`src/rtl/counter_ctrl.sv`:
```
// Control front-end for the up/down counter pair: debounces the run and swap buttons
// and sequences STOP/RUN/SWAP into registered enable/swap/running outputs.
module counter_ctrl #(
   parameter int DB_CYCLES = 4,
   parameter int AUTO_SWAP = 0
) (
   input  logic clock,
   input  logic reset_n,
   input  logic btn_run,
   input  logic btn_swap,
   output logic enable,
   output logic swap,
   output logic running
);

   localparam int DB_W = $clog2(DB_CYCLES + 1);
   localparam logic [DB_W-1:0] DB_LAST = DB_W'(DB_CYCLES - 1);
   localparam int AS_W = (AUTO_SWAP < 2) ? 1 : $clog2(AUTO_SWAP);
   localparam logic [AS_W-1:0] AUTO_LAST = (AUTO_SWAP > 0) ? AS_W'(AUTO_SWAP - 1) : '0;

   typedef enum logic [1:0] {
      STOP = 2'd0,
      RUN  = 2'd1,
      SWAP = 2'd2
   } ctrlState_t;

   // bit 0 carries the run button, bit 1 the swap button
   logic [1:0]      btnRaw;
   logic [1:0]      syncA;
   logic [1:0]      syncB;
   logic [1:0]      debounced;
   logic [1:0]      debPrev;
   logic [1:0]      pressEv;
   logic [DB_W-1:0] dbCount [2];
   logic            runEv;
   logic            swapEv;

   ctrlState_t      state;
   ctrlState_t      nextState;
   ctrlState_t      retState;
   ctrlState_t      nextRet;
   logic [AS_W-1:0] autoCount;
   logic            autoFire;
   logic            nextEnable;
   logic            nextSwap;
   logic            nextRunning;

   assign btnRaw = {btn_swap, btn_run};

   // Synchronize each button, then only accept a new level once it has held for
   // DB_CYCLES consecutive cycles; the flip happens on the cycle the count would reach it.
   always_ff @(posedge clock or negedge reset_n) begin
      if (!reset_n) begin
         syncA     <= '0;
         syncB     <= '0;
         debounced <= '0;
         debPrev   <= '0;
         for (int i = 0; i < 2; i++) begin
            dbCount[i] <= '0;
         end
      end else begin
         syncA   <= btnRaw;
         syncB   <= syncA;
         debPrev <= debounced;
         for (int i = 0; i < 2; i++) begin
            if (syncB[i] == debounced[i]) begin
               dbCount[i] <= '0;
            end else if (dbCount[i] == DB_LAST) begin
               dbCount[i]   <= '0;
               debounced[i] <= syncB[i];
            end else begin
               dbCount[i] <= dbCount[i] + DB_W'(1);
            end
         end
      end
   end

   // A press is a rising debounced level; releases are deliberately silent.
   assign pressEv = debounced & ~debPrev;
   assign runEv   = pressEv[0];
   assign swapEv  = pressEv[1];

   assign autoFire = (AUTO_SWAP > 0) && (state == RUN) && (autoCount == AUTO_LAST);

   // Next-state logic. A run press arriving with a swap press selects the toggled
   // state as the return target, so the swap cycle always happens first.
   always_comb begin
      nextState = state;
      nextRet   = retState;
      case (state)
         STOP: begin
            if (swapEv) begin
               nextState = SWAP;
               nextRet   = runEv ? RUN : STOP;
            end else if (runEv) begin
               nextState = RUN;
            end
         end
         RUN: begin
            if (swapEv) begin
               nextState = SWAP;
               nextRet   = runEv ? STOP : RUN;
            end else if (runEv) begin
               nextState = STOP;
            end else if (autoFire) begin
               nextState = SWAP;
               nextRet   = RUN;
            end
         end
         SWAP: begin
            nextState = retState;
         end
         default: begin
            nextState = STOP;
            nextRet   = STOP;
         end
      endcase
   end

   // Outputs are decoded from the next state so they land in the same edge as the state.
   always_comb begin
      nextEnable  = (nextState != STOP);
      nextSwap    = (nextState == SWAP);
      nextRunning = (nextState == RUN) || ((nextState == SWAP) && (nextRet == RUN));
   end

   // State register, auto-swap period counter and registered outputs.
   always_ff @(posedge clock or negedge reset_n) begin
      if (!reset_n) begin
         state     <= STOP;
         retState  <= STOP;
         autoCount <= '0;
         enable    <= 1'b0;
         swap      <= 1'b0;
         running   <= 1'b0;
      end else begin
         state    <= nextState;
         retState <= nextRet;
         if ((AUTO_SWAP > 0) && (state == RUN) && (nextState == RUN)) begin
            autoCount <= autoCount + AS_W'(1);
         end else begin
            autoCount <= '0;
         end
         enable  <= nextEnable;
         swap    <= nextSwap;
         running <= nextRunning;
      end
   end

endmodule

```
`config.mk`:
```
export PLATFORM = sky130hd
export DESIGN_NAME = counter_ctrl
export DESIGN_NICKNAME = d
export VERILOG_FILES = /design/src/rtl/counter_ctrl.sv
export SDC_FILE = /design/constraint.sdc
export NUM_CORES = 1
export LEC_CHECK = 0
export BUFFER_PORTS_ARGS = -buffer_cell sky130_fd_sc_hd__buf_2
export CORE_UTILIZATION = 59
export CTS_CLUSTER_DIAMETER = 120
export DETAILED_ROUTE_END_ITERATION = 10
export HOLD_SLACK_MARGIN = 0.08
export PLACE_DENSITY = 0.79
export SLEW_MARGIN = 20
export SYNTH_ARGS = -nofsm -noshare
export SYNTH_HDL_FRONTEND = slang
export SYNTH_SLANG_ARGS = --single-unit
```
`constraint.sdc`:
```
create_clock -name clock -period 2.5 [get_ports clock]
set_input_delay 0.375 -clock clock [delete_from_list [all_inputs] [get_ports clock]]
set_output_delay 0.375 -clock clock [all_outputs]
set_load 0.02 [all_outputs]
```
==> flow_metrics.env, run 1 <==
export IMPL_drv_cap=0
export IMPL_critPathCaptureType="flop"
export IMPL_worst_setup_path_type="reg -> reg"
export IMPL_cts_tree="done"
export IMPL_avgRoutedWirePerCell_um=12.7
export IMPL_gp_congestion=0.869
export IMPL_ys_seq_area_frac=0.650
export IMPL_row_count=12
export IMPL_setup_viol=0
export IMPL_p_int_mw=0.658
export IMPL_peakVddDrop_v=0.000701
export IMPL_relSlewSlack=0.712
export IMPL_numCtsBuffers=3
export IMPL_cts_resized=0
export IMPL_report_final_slew_viol_count=0
export IMPL_power_total_mw=1.00
export IMPL_syn_nets=67
export IMPL_synthTopCellsByArea="dfrtp_1, nor3b_1, ha_1"
export IMPL_tightest_slew_ns=0.431
export IMPL_drc_errors=0
export IMPL_synth_edf_count=0
export IMPL_synth_top_area_share=0.650
export IMPL_antenna_found_initial=0
export IMPL_rsz0062_at_grt="no"
export IMPL_synthArstFlopShare=1.00
export IMPL_wl_mm=1.07
export IMPL_syn_to_final_growth_pct=9.13
export IMPL_grt_util_all_layers=0.205
export IMPL_swShare=0.343
export IMPL_die_h_um=39.0
export IMPL_dp_hpwl_um=803
export IMPL_cts_htree_levels=1
export IMPL_cts_hold_buf=1
export IMPL_netlist_instances=61
export IMPL_cts_buffer_depth=2
export IMPL_leakagePower_nw=0.420
export IMPL_p_per_area_nw_per_um2=1140
export IMPL_drtIter0Drc=12
export IMPL_finalCritPeriodShare=0.505
export IMPL_synth_top_area_cell="dfrtp_1"
export IMPL_numClockSinks=21
export IMPL_ys_top_cells_by_count="dfrtp_1, nor3b_1"
export IMPL_p_sw_mw=0.344
export IMPL_via_per_inst=5.54
export IMPL_pwr_share_clk=0.153
export IMPL_numPortBuffers=6
export IMPL_crit_fanout=6
export IMPL_period_needed_ns=1.26
export IMPL_seqPwrFrac=0.530
export IMPL_fmax_mhz=792
export IMPL_clk_latency_ns=0.30
export IMPL_post_cts_setup_buffer_count=0
export IMPL_initial_core_util=0.681
export IMPL_startpoint_type="flop"
export IMPL_hold_violations=0
export IMPL_crit_required_ns=2.72
export IMPL_outcome="finished, final reports clean"
export IMPL_die_w_um=39.0
export IMPL_dieArea_um2=1520
export IMPL_ys_types=29
export IMPL_ant_nets=0
export IMPL_grt_pass1_wl_mm=1.90
export IMPL_cts_clk_slew_worst_paths_ns=0.11
export IMPL_syn_avg_cell_area_um2=13.3
export IMPL_fin_skew_ns=0.00920
export IMPL_core_area_um2=1190
export IMPL_fin_nets=77
export IMPL_ys_ff_latch=21
export IMPL_holdCritPathClass="in -> reg"
export IMPL_synthFlopType="dfrtp_1"
export IMPL_synth_most_common_cell="dfrtp_1"
export IMPL_power_frac_comb=0.317
export IMPL_fin_area_um2=882
export IMPL_synth_area_um2=808
export IMPL_drive_gt1_frac=0.157
export IMPL_dr_pass1_iters=4
export IMPL_grt_ovfl_total=0
export IMPL_yosysWarnings=0
export IMPL_grt_pass1_vias=444
export IMPL_placed_cell_area_um2=846
export IMPL_grt_max_degree=22
export IMPL_setup_tns_ns=0
export IMPL_vias=465
export IMPL_pin_count=7
export IMPL_worstPathArrival_ns=1.48
export IMPL_diodes=0
export IMPL_root_buffer="clkbuf_4"
## logic make-up (layout without fill, tap and decap cells)
family / count (synthesis) / in the layout / share of synthesized area
fa+ha+maj: 2 / 2 / 0.0310
flops: 21 / 21 / 0.650
simple gates: 19 / 19 / 0.153
mux: 2 / 2 / 0.0279
compound gates: 11 / 11 / 0.0882
xor+xnor: 3 / 3 / 0.0325
buf+inv: 3 / 12 / 0.0170
## final timing paths
kind,from,to,slack (ns),depth (start not counted)
worst max-delay path,debPrev[1]$_DFF_PN0_,retState[0]$_DFF_PN0_,1.24,3
worst min-delay path,btn_swap,syncA[1]$_DFF_PN0_,0.18,1
worst max register to register,debPrev[1]$_DFF_PN0_,retState[0]$_DFF_PN0_,1.24,3
worst min register to register,syncA[1]$_DFF_PN0_,syncB[1]$_DFF_PN0_,0.36,0
max in group asynchronous,reset_n,dbCount[4]$_DFF_PN0_,1.66,2
min in group asynchronous,reset_n,state[0]$_DFF_PN0_,0.53,2
## power by group through the flow
| stage | registers, mW | clock network (mW) | logic, mW |
|---|---|---|---|
| after floorplan | 0.530 | 0 | 0.247 |
| after global placement | 0.536 | 0 | 0.304 |
| after detailed placement | 0.540 | 0 | 0.319 |
| after CTS | 0.532 | 0.160 | 0.322 |
| after global routing | 0.548 | 0.174 | 0.360 |
| final | 0.531 | 0.153 | 0.317 |
## state kept, by name, indices dropped and copies added, names as in the netlist
signal / cells
dbCount: 6
debPrev: 2
debounced: 2
retState: 2
state: 2
syncA: 2
syncB: 2
enable: 1
running: 1
swap: 1
## layer usage
layer,GRT usage,vias to the layer above,share of wire
met5,0,-,0
met4,0.138,0,0.018
met3,0.0694,2,0.046
met2,0.304,15,0.43
met1,0.251,213,0.50
li1,-,235,-
## cells in the final DEF (no fill, tap or decap)
| master | n |
|---|---|
| dfrtp_1 | 21 |
| buf_2 | 6 |
| nor3b_1 | 5 |
| clkbuf_4 | 3 |
| xnor2_1 | 2 |
| nor2b_1 | 2 |
| nor3_1 | 2 |
| nand2_1 | 2 |
| a21oi_1 | 2 |
| o22ai_1 | 2 |
| mux2_1 | 2 |
| ha_1 | 2 |
| nand2b_2 | 1 |
| nand3b_1 | 1 |
| o21ai_1 | 1 |
| o211a_1 | 1 |
| and2b_2 | 1 |
| nand2b_1 | 1 |
| nand3_1 | 1 |
| or4_1 | 1 |
| inv_1 | 1 |
| and3b_1 | 1 |
| a31oi_1 | 1 |
| o211ai_1 | 1 |
| xor2_1 | 1 |
| o21bai_1 | 1 |
| o21ai_0 | 1 |
| o21a_1 | 1 |
| nor2_1 | 1 |
| clkbuf_1 | 1 |
| dlygate4sd3_1 | 1 |
## worst max-delay path: stages, from the launching register on
cell and delay [ns]:
dfrtp_1 0.38, nand2b_2 0.21, or4_1 0.49, o211ai_1 0.11
## cell type report
| class | count | area, um^2 |
|---|---|---|
| Tap cell | 14 | 17.5 |
| Multi-Input combinational cell | 37 | 269 |
| Sequential cell | 21 | 526 |
| Inverter | 1 | 3.75 |
| Timing Repair Buffer | 7 | 40.0 |
| Clock buffer | 4 | 26.3 |
| Fill cell | 78 | 304 |
## through the flow
stage | hold WS [ns] | utilization | cells | worst slack (ns)
finish | 0.176 | 0.744 | 84 | 1.24
global route | 0.156 | 0.744 | 84 | 1.17
CTS | 0.167 | 0.744 | 84 | 1.24
detailed placement | 0.341 | 0.713 | 79 | 1.26
global placement | 0.340 | 0.713 | 79 | 1.30
floorplan | 0.0794 | - | 61 | 1.32
(Power assumes the default switching activity.)
==> run 2, diff against run 1 <==
--- a/config.mk
+++ b/config.mk
@@ -5,12 +5,13 @@
 export SDC_FILE = /design/constraint.sdc
 export NUM_CORES = 1
 export LEC_CHECK = 0
+export ABC_AREA = 1
 export BUFFER_PORTS_ARGS = -buffer_cell sky130_fd_sc_hd__buf_2
-export CORE_UTILIZATION = 59
+export CORE_UTILIZATION = 49
 export CTS_CLUSTER_DIAMETER = 120
 export DETAILED_ROUTE_END_ITERATION = 10
 export HOLD_SLACK_MARGIN = 0.08
-export PLACE_DENSITY = 0.79
+export PLACE_DENSITY = 0.7
 export SLEW_MARGIN = 20
 export SYNTH_ARGS = -nofsm -noshare
 export SYNTH_HDL_FRONTEND = slang
==> constraint.sdc (replaced) <==
create_clock -name clock -period 1.1 [get_ports clock]
set_input_delay 0.165 -clock clock [delete_from_list [all_inputs] [get_ports clock]]
set_output_delay 0.165 -clock clock [all_outputs]
set_load 0.02 [all_outputs]
==> flow_metrics.env, run 2 <==
export IMPL_outcome="finished, final reports clean"
export IMPL_syn_avg_cell_area_um2=10.5
export IMPL_synth_edf_count=0
export IMPL_numCtsBuffers=3
export IMPL_pin_count=7
export IMPL_cts_buffer_depth=2
export IMPL_numClockSinks=21
export IMPL_ff2ff_setup_slack_ns=0.07
export IMPL_die_w_um=43.2
export IMPL_startpoint_type="flop"
export IMPL_p_per_area_nw_per_um2=2650
export IMPL_crit_buf_inv=1
export IMPL_utilization=0.614
export IMPL_initial_core_util=0.541
export IMPL_fin_nets=99
export IMPL_clk_latency_ns=0.29
export IMPL_final_cell_mix="dfrtp_1, nand2_1, inv_1"
export IMPL_via_per_inst=4.71
export IMPL_syn_nets=85
export IMPL_core_area_um2=1540
export IMPL_dr_pass1_iters=4
export IMPL_grt_util_all_layers=0.148
export IMPL_ant_nets=0
export IMPL_crit_required_ns=1.30
export IMPL_relSlewSlack=0.710
export IMPL_largest_reg_flops=6
export IMPL_crit_fanout=4
export IMPL_ys_seq_area_frac=0.631
export IMPL_worst_setup_path_type="reg -> reg"
export IMPL_gp_congestion=0.693
export IMPL_grt_ovfl_total=0
export IMPL_numPortBuffers=6
export IMPL_critPathMostFrequentCell="nand2_1"
export IMPL_finalCritPeriodShare=0.937
export IMPL_synthArstFlopShare=1.00
export IMPL_ys_ff_latch=21
export IMPL_cpMaxStageDelayCell="dfrtp_1"
export IMPL_die_h_um=43.2
export IMPL_rr_endpoint="running$_DFF_PN0_"
export IMPL_slowest_delay_ns=0.43
export IMPL_syn_to_final_growth_pct=13.7
export IMPL_hold_violations=0
export IMPL_diodes=0
export IMPL_ys_top_cells_by_count="dfrtp_1, nand2_1, inv_1, nor2_1"
export IMPL_ys_types=15
export IMPL_wl_mm=1.06
export IMPL_leakagePower_nw=0.494
export IMPL_dieArea_um2=1870
export IMPL_pre_cts_slack_ns=0.0841
export IMPL_grt_pass1_vias=481
export IMPL_cts_tree="done"
export IMPL_report_final_slew_viol_count=0
export IMPL_r2r_cells=7
export IMPL_row_count=14
export IMPL_vias=509
export IMPL_rsz0062_at_grt="no"
export IMPL_r2r_start="debounced[1]$_DFFE_PN0P_"
export IMPL_synth_most_common_cell="dfrtp_1"
export IMPL_worstPathArrival_ns=1.23
export IMPL_fin_skew_ns=0.00134
export IMPL_cts_htree_levels=1
export IMPL_cp_top_family="flip-flops"
export IMPL_synth_top_area_share=0.631
export IMPL_tightest_slew_ns=0.434
export IMPL_yosysWarnings=0
export IMPL_fmax_mhz=970
export IMPL_avgRoutedWirePerCell_um=9.81
export IMPL_antenna_found_initial=0
export IMPL_netlist_instances=79
export IMPL_drv_cap=0
export IMPL_drive_gt1_frac=0.283
export IMPL_power_total_mw=2.51
export IMPL_period_needed_ns=1.03
export IMPL_largest_register="dbCount"
export IMPL_drtIter0Drc=7
export IMPL_root_buffer="clkbuf_4"
export IMPL_synthTopCellsByArea="dfrtp_1, nand2_1, nand3_2"
export IMPL_critPathCaptureType="flop"
export IMPL_timing_final_ws_setup_ns=0.0690
export IMPL_drc_errors=0
export IMPL_holdCritPathClass="in -> async"
export IMPL_worstPathCellList="inv_2 -> nor2_4 -> nand2_1 -> nand3_2 -> nand3_2 -> nand2_1 -> nand2_1"
export IMPL_synth_area_um2=833
export IMPL_setup_viol=0
export IMPL_grt_max_degree=22
export IMPL_peakVddDrop_v=0.00149
export IMPL_cts_clk_slew_worst_paths_ns=0.11
export IMPL_synth_top_area_cell="dfrtp_1"
export IMPL_dp_hpwl_um=790
export IMPL_synthFlopType="dfrtp_1"
export IMPL_grt_pass1_wl_mm=1.95
export IMPL_setup_tns_ns=0
export IMPL_final_common_cell="dfrtp_1"
## run 2: changes by cell type after synthesis, sizes merged, moves of 2 or more
cell / before / now
inv: 1 / 13
mux2: 2 / 0
nand2: 2 / 20
nand2b: 2 / 0
nand3: 1 / 7
nor2: 1 / 7
nor2b: 2 / 0
nor3b: 5 / 2
o21ai: 2 / 0
o22ai: 2 / 0
## run 2: logic make-up (layout without fill, tap and decap cells)
logic type      after synthesis  in the layout  share of synthesized area
compound gates                3              3                     0.0180
buf+inv                      13             26                     0.0586
xor+xnor                      2              2                     0.0210
simple gates                 38             38                      0.242
flops                        21             21                      0.631
fa+ha+maj                     2              2                     0.0300
## run 2: area by class of cell
class	count	area, um^2
fill	123	594
clock buffer	4	26.3
inverter	13	48.8
tap	16	20.0
sequential	21	526
timing repair buffer	9	60.1
multi-input combinational	45	267
## run 2: worst max path at each step
stage                             start  slack, ns  depth (start not counted)                 to
6_report       debounced[1]$_DFFE_PN0P_       0.07                          7  running$_DFF_PN0_
5_1_grt        debounced[1]$_DFFE_PN0P_     0.0004                          7  running$_DFF_PN0_
4_1_cts        debounced[1]$_DFFE_PN0P_       0.07                          7  running$_DFF_PN0_
3_5_place_dp   debounced[1]$_DFFE_PN0P_       0.08                          7  running$_DFF_PN0_
3_3_place_gp   debounced[1]$_DFFE_PN0P_        0.1                          7  running$_DFF_PN0_
2_1_floorplan  debounced[1]$_DFFE_PN0P_       0.17                          7  running$_DFF_PN0_
## run 2: per-stage QoR
step	hold slack (ns)	instance area (um^2)	std cells
after floorplan	-0.131	833	79
final	0.331	947	108
after global routing	0.368	947	108
after detailed placement	0.136	883	101
after CTS	0.339	940	108
after global placement	0.130	883	101
## run 2: timing repair
item                                    in CTS  in global routing
hold endpoints to repair                    23                  0
endpoints found under the setup margin       0                  2
hold buffers                                 3                  0
buffers inserted                             0                  0
resized for setup                            0                  3
## run 2: where the power goes
| part | leakage (nW) | internal (mW) | switching (mW) | total [mW] |
|---|---|---|---|---|
| Sequential | 0.260 | 1.02 | 0.176 | 1.19 |
| Clock | 0.0150 | 0.141 | 0.215 | 0.356 |
| Combinational | 0.218 | 0.371 | 0.589 | 0.960 |
## run 2: per-layer routing
| metal | global-route usage | part of all wire | routed length (um) |
|---|---|---|---|
| met1 | 0.208 | 0.52 | 556 |
| met2 | 0.203 | 0.42 | 443 |
| met3 | 0.0255 | 0.022 | 23 |
| met4 | 0.109 | 0.035 | 37 |
| met5 | 0 | 0 | 0 |
==> run 3, diff against run 2 <==
--- a/config.mk
+++ b/config.mk
@@ -10,8 +10,10 @@
 export CORE_UTILIZATION = 49
 export CTS_CLUSTER_DIAMETER = 120
 export DETAILED_ROUTE_END_ITERATION = 10
+export GPL_TIMING_DRIVEN = 0
 export HOLD_SLACK_MARGIN = 0.08
 export PLACE_DENSITY = 0.7
+export RECOVER_POWER = 50
 export SLEW_MARGIN = 20
 export SYNTH_ARGS = -nofsm -noshare
 export SYNTH_HDL_FRONTEND = slang
==> flow_metrics.env, run 3 (synthesized netlist as in run 2, its figures left out) <==
export IMPL_hold_violations=0
export IMPL_worst_setup_path_type="reg -> reg"
export IMPL_root_buffer="clkbuf_4"
export IMPL_grt_max_degree=22
export IMPL_antenna_found_initial=0
export IMPL_largest_reg_flops=6
export IMPL_grt_pass1_wl_mm=2.11
export IMPL_final_common_cell="dfrtp_1"
export IMPL_tightest_slew_ns=0.503
export IMPL_cp_depth=6
export IMPL_p_per_area_nw_per_um2=2660
export IMPL_initial_core_util=0.541
export IMPL_peakVddDrop_v=0.00127
export IMPL_fin_skew_ns=0.00598
export IMPL_row_count=14
export IMPL_outcome="finished, final reports clean"
export IMPL_crit_buf_inv=2
export IMPL_fin_area_um2=978
export IMPL_timing_hold_ws_ns=0.356
export IMPL_wl_mm=1.16
export IMPL_via_per_inst=4.69
export IMPL_pin_count=7
export IMPL_grt_util_all_layers=0.160
export IMPL_numPortBuffers=6
export IMPL_critPathCaptureType="flop"
export IMPL_fmax_mhz=970
export IMPL_largest_register="dbCount"
export IMPL_cts_tree="done"
export IMPL_avgRoutedWirePerCell_um=10.3
export IMPL_die_h_um=43.2
export IMPL_crit_required_ns=1.28
export IMPL_cts_buffer_depth=2
export IMPL_numCtsBuffers=3
export IMPL_cts_clk_slew_worst_paths_ns=0.10
export IMPL_gp_congestion=0.717
export IMPL_grt_pass1_vias=510
export IMPL_utilization=0.635
export IMPL_report_final_slew_viol_count=0
export IMPL_drc_errors=0
export IMPL_grt_ovfl_total=0
export IMPL_drtIter0Drc=7
export IMPL_r2r_cells=6
export IMPL_dp_hpwl_um=827
export IMPL_ant_nets=0
export IMPL_startpoint_type="flop"
export IMPL_rsz0062_at_grt="yes"
export IMPL_worstPathCellList="inv_2 -> nor2_4 -> nand2_2 -> buf_4 -> nand2_1 -> a21oi_1"
export IMPL_core_area_um2=1540
export IMPL_power_total_mw=2.61
export IMPL_syn_to_final_growth_pct=17.4
export IMPL_cp_top_family="flip-flops"
export IMPL_vias=525
export IMPL_final_cell_mix="dfrtp_1, nand2_1, inv_1"
export IMPL_slowest_delay_ns=0.41
export IMPL_fill_cells=127
export IMPL_period_needed_ns=1.03
export IMPL_setup_viol=0
export IMPL_placed_cell_area_um2=883
export IMPL_leakagePower_nw=0.516
export IMPL_diodes=0
export IMPL_fin_nets=103
export IMPL_cpMaxStageDelayCell="dfrtp_1"
export IMPL_crit_fanout=4
export IMPL_dr_pass1_iters=4
export IMPL_holdCritPathClass="in -> async"
export IMPL_clk_latency_ns=0.29
export IMPL_finalCritPeriodShare=0.937
export IMPL_drv_cap=0
export IMPL_worstPathArrival_ns=1.21
export IMPL_numClockSinks=21
export IMPL_drive_gt1_frac=0.292
export IMPL_die_w_um=43.2
export IMPL_relSlewSlack=0.664
export IMPL_dieArea_um2=1870
export IMPL_cts_htree_levels=1
run 3: cell count changes in the layout (fill, tap and decap cells not counted), sizes merged:
cell	delta
clkbuf	+2
buf	+2
run 3: repair_timing:
action,in CTS,in global routing
hold buffers,3,0
resized for setup,0,2
hold endpoints to repair,23,0
setup buffers,0,4
setup endpoints to repair,0,2
run 3: routing by layer:
layer	track usage	vias to the layer above	share of wire
met2	0.221	7	0.46
met4	0.0727	0	0.018
met5	0	-	0
met1	0.212	239	0.48
met3	0.0766	2	0.039
li1	-	277	-
run 3: final timing paths:
path / slack, ns / start / to
max in group asynchronous: 0.40 / reset_n / debPrev[0]$_DFF_PN0_
max reg2reg: 0.07 / debounced[1]$_DFFE_PN0P_ / retState[1]$_DFF_PN0_
min: 0.36 / reset_n / syncB[1]$_DFF_PN0_
min reg2reg: 0.36 / syncA[1]$_DFF_PN0_ / syncB[1]$_DFF_PN0_
max: 0.07 / debounced[1]$_DFFE_PN0P_ / retState[1]$_DFF_PN0_
min in group clock: 0.36 / syncA[1]$_DFF_PN0_ / syncB[1]$_DFF_PN0_
run 3: metrics by stage:
| stage | worst slack, ns | TNS [ns] | instances |
|---|---|---|---|
| floorplan | 0.174 | 0 | 79 |
| global placement | 0.0928 | 0 | 101 |
| detailed placement | 0.0679 | 0 | 101 |
| CTS | 0.0467 | 0 | 108 |
| global route | -0.00789 | -0.00789 | 112 |
| finish | 0.0690 | 0 | 112 |
run 3: area by class of cell:
cell class,instances,area (um^2),share of cell area
Tap cell,16,20.0,0.0205
Multi-Input combinational cell,45,272,0.277
Timing Repair Buffer,13,86.3,0.0882
Inverter,13,48.8,0.0499
Sequential cell,21,526,0.537
Clock buffer,4,26.3,0.0269
run 3: report_power, final:
part           switching (mW)  internal, mW
registers               0.153          1.02
clock network           0.203         0.141
logic                   0.636         0.456
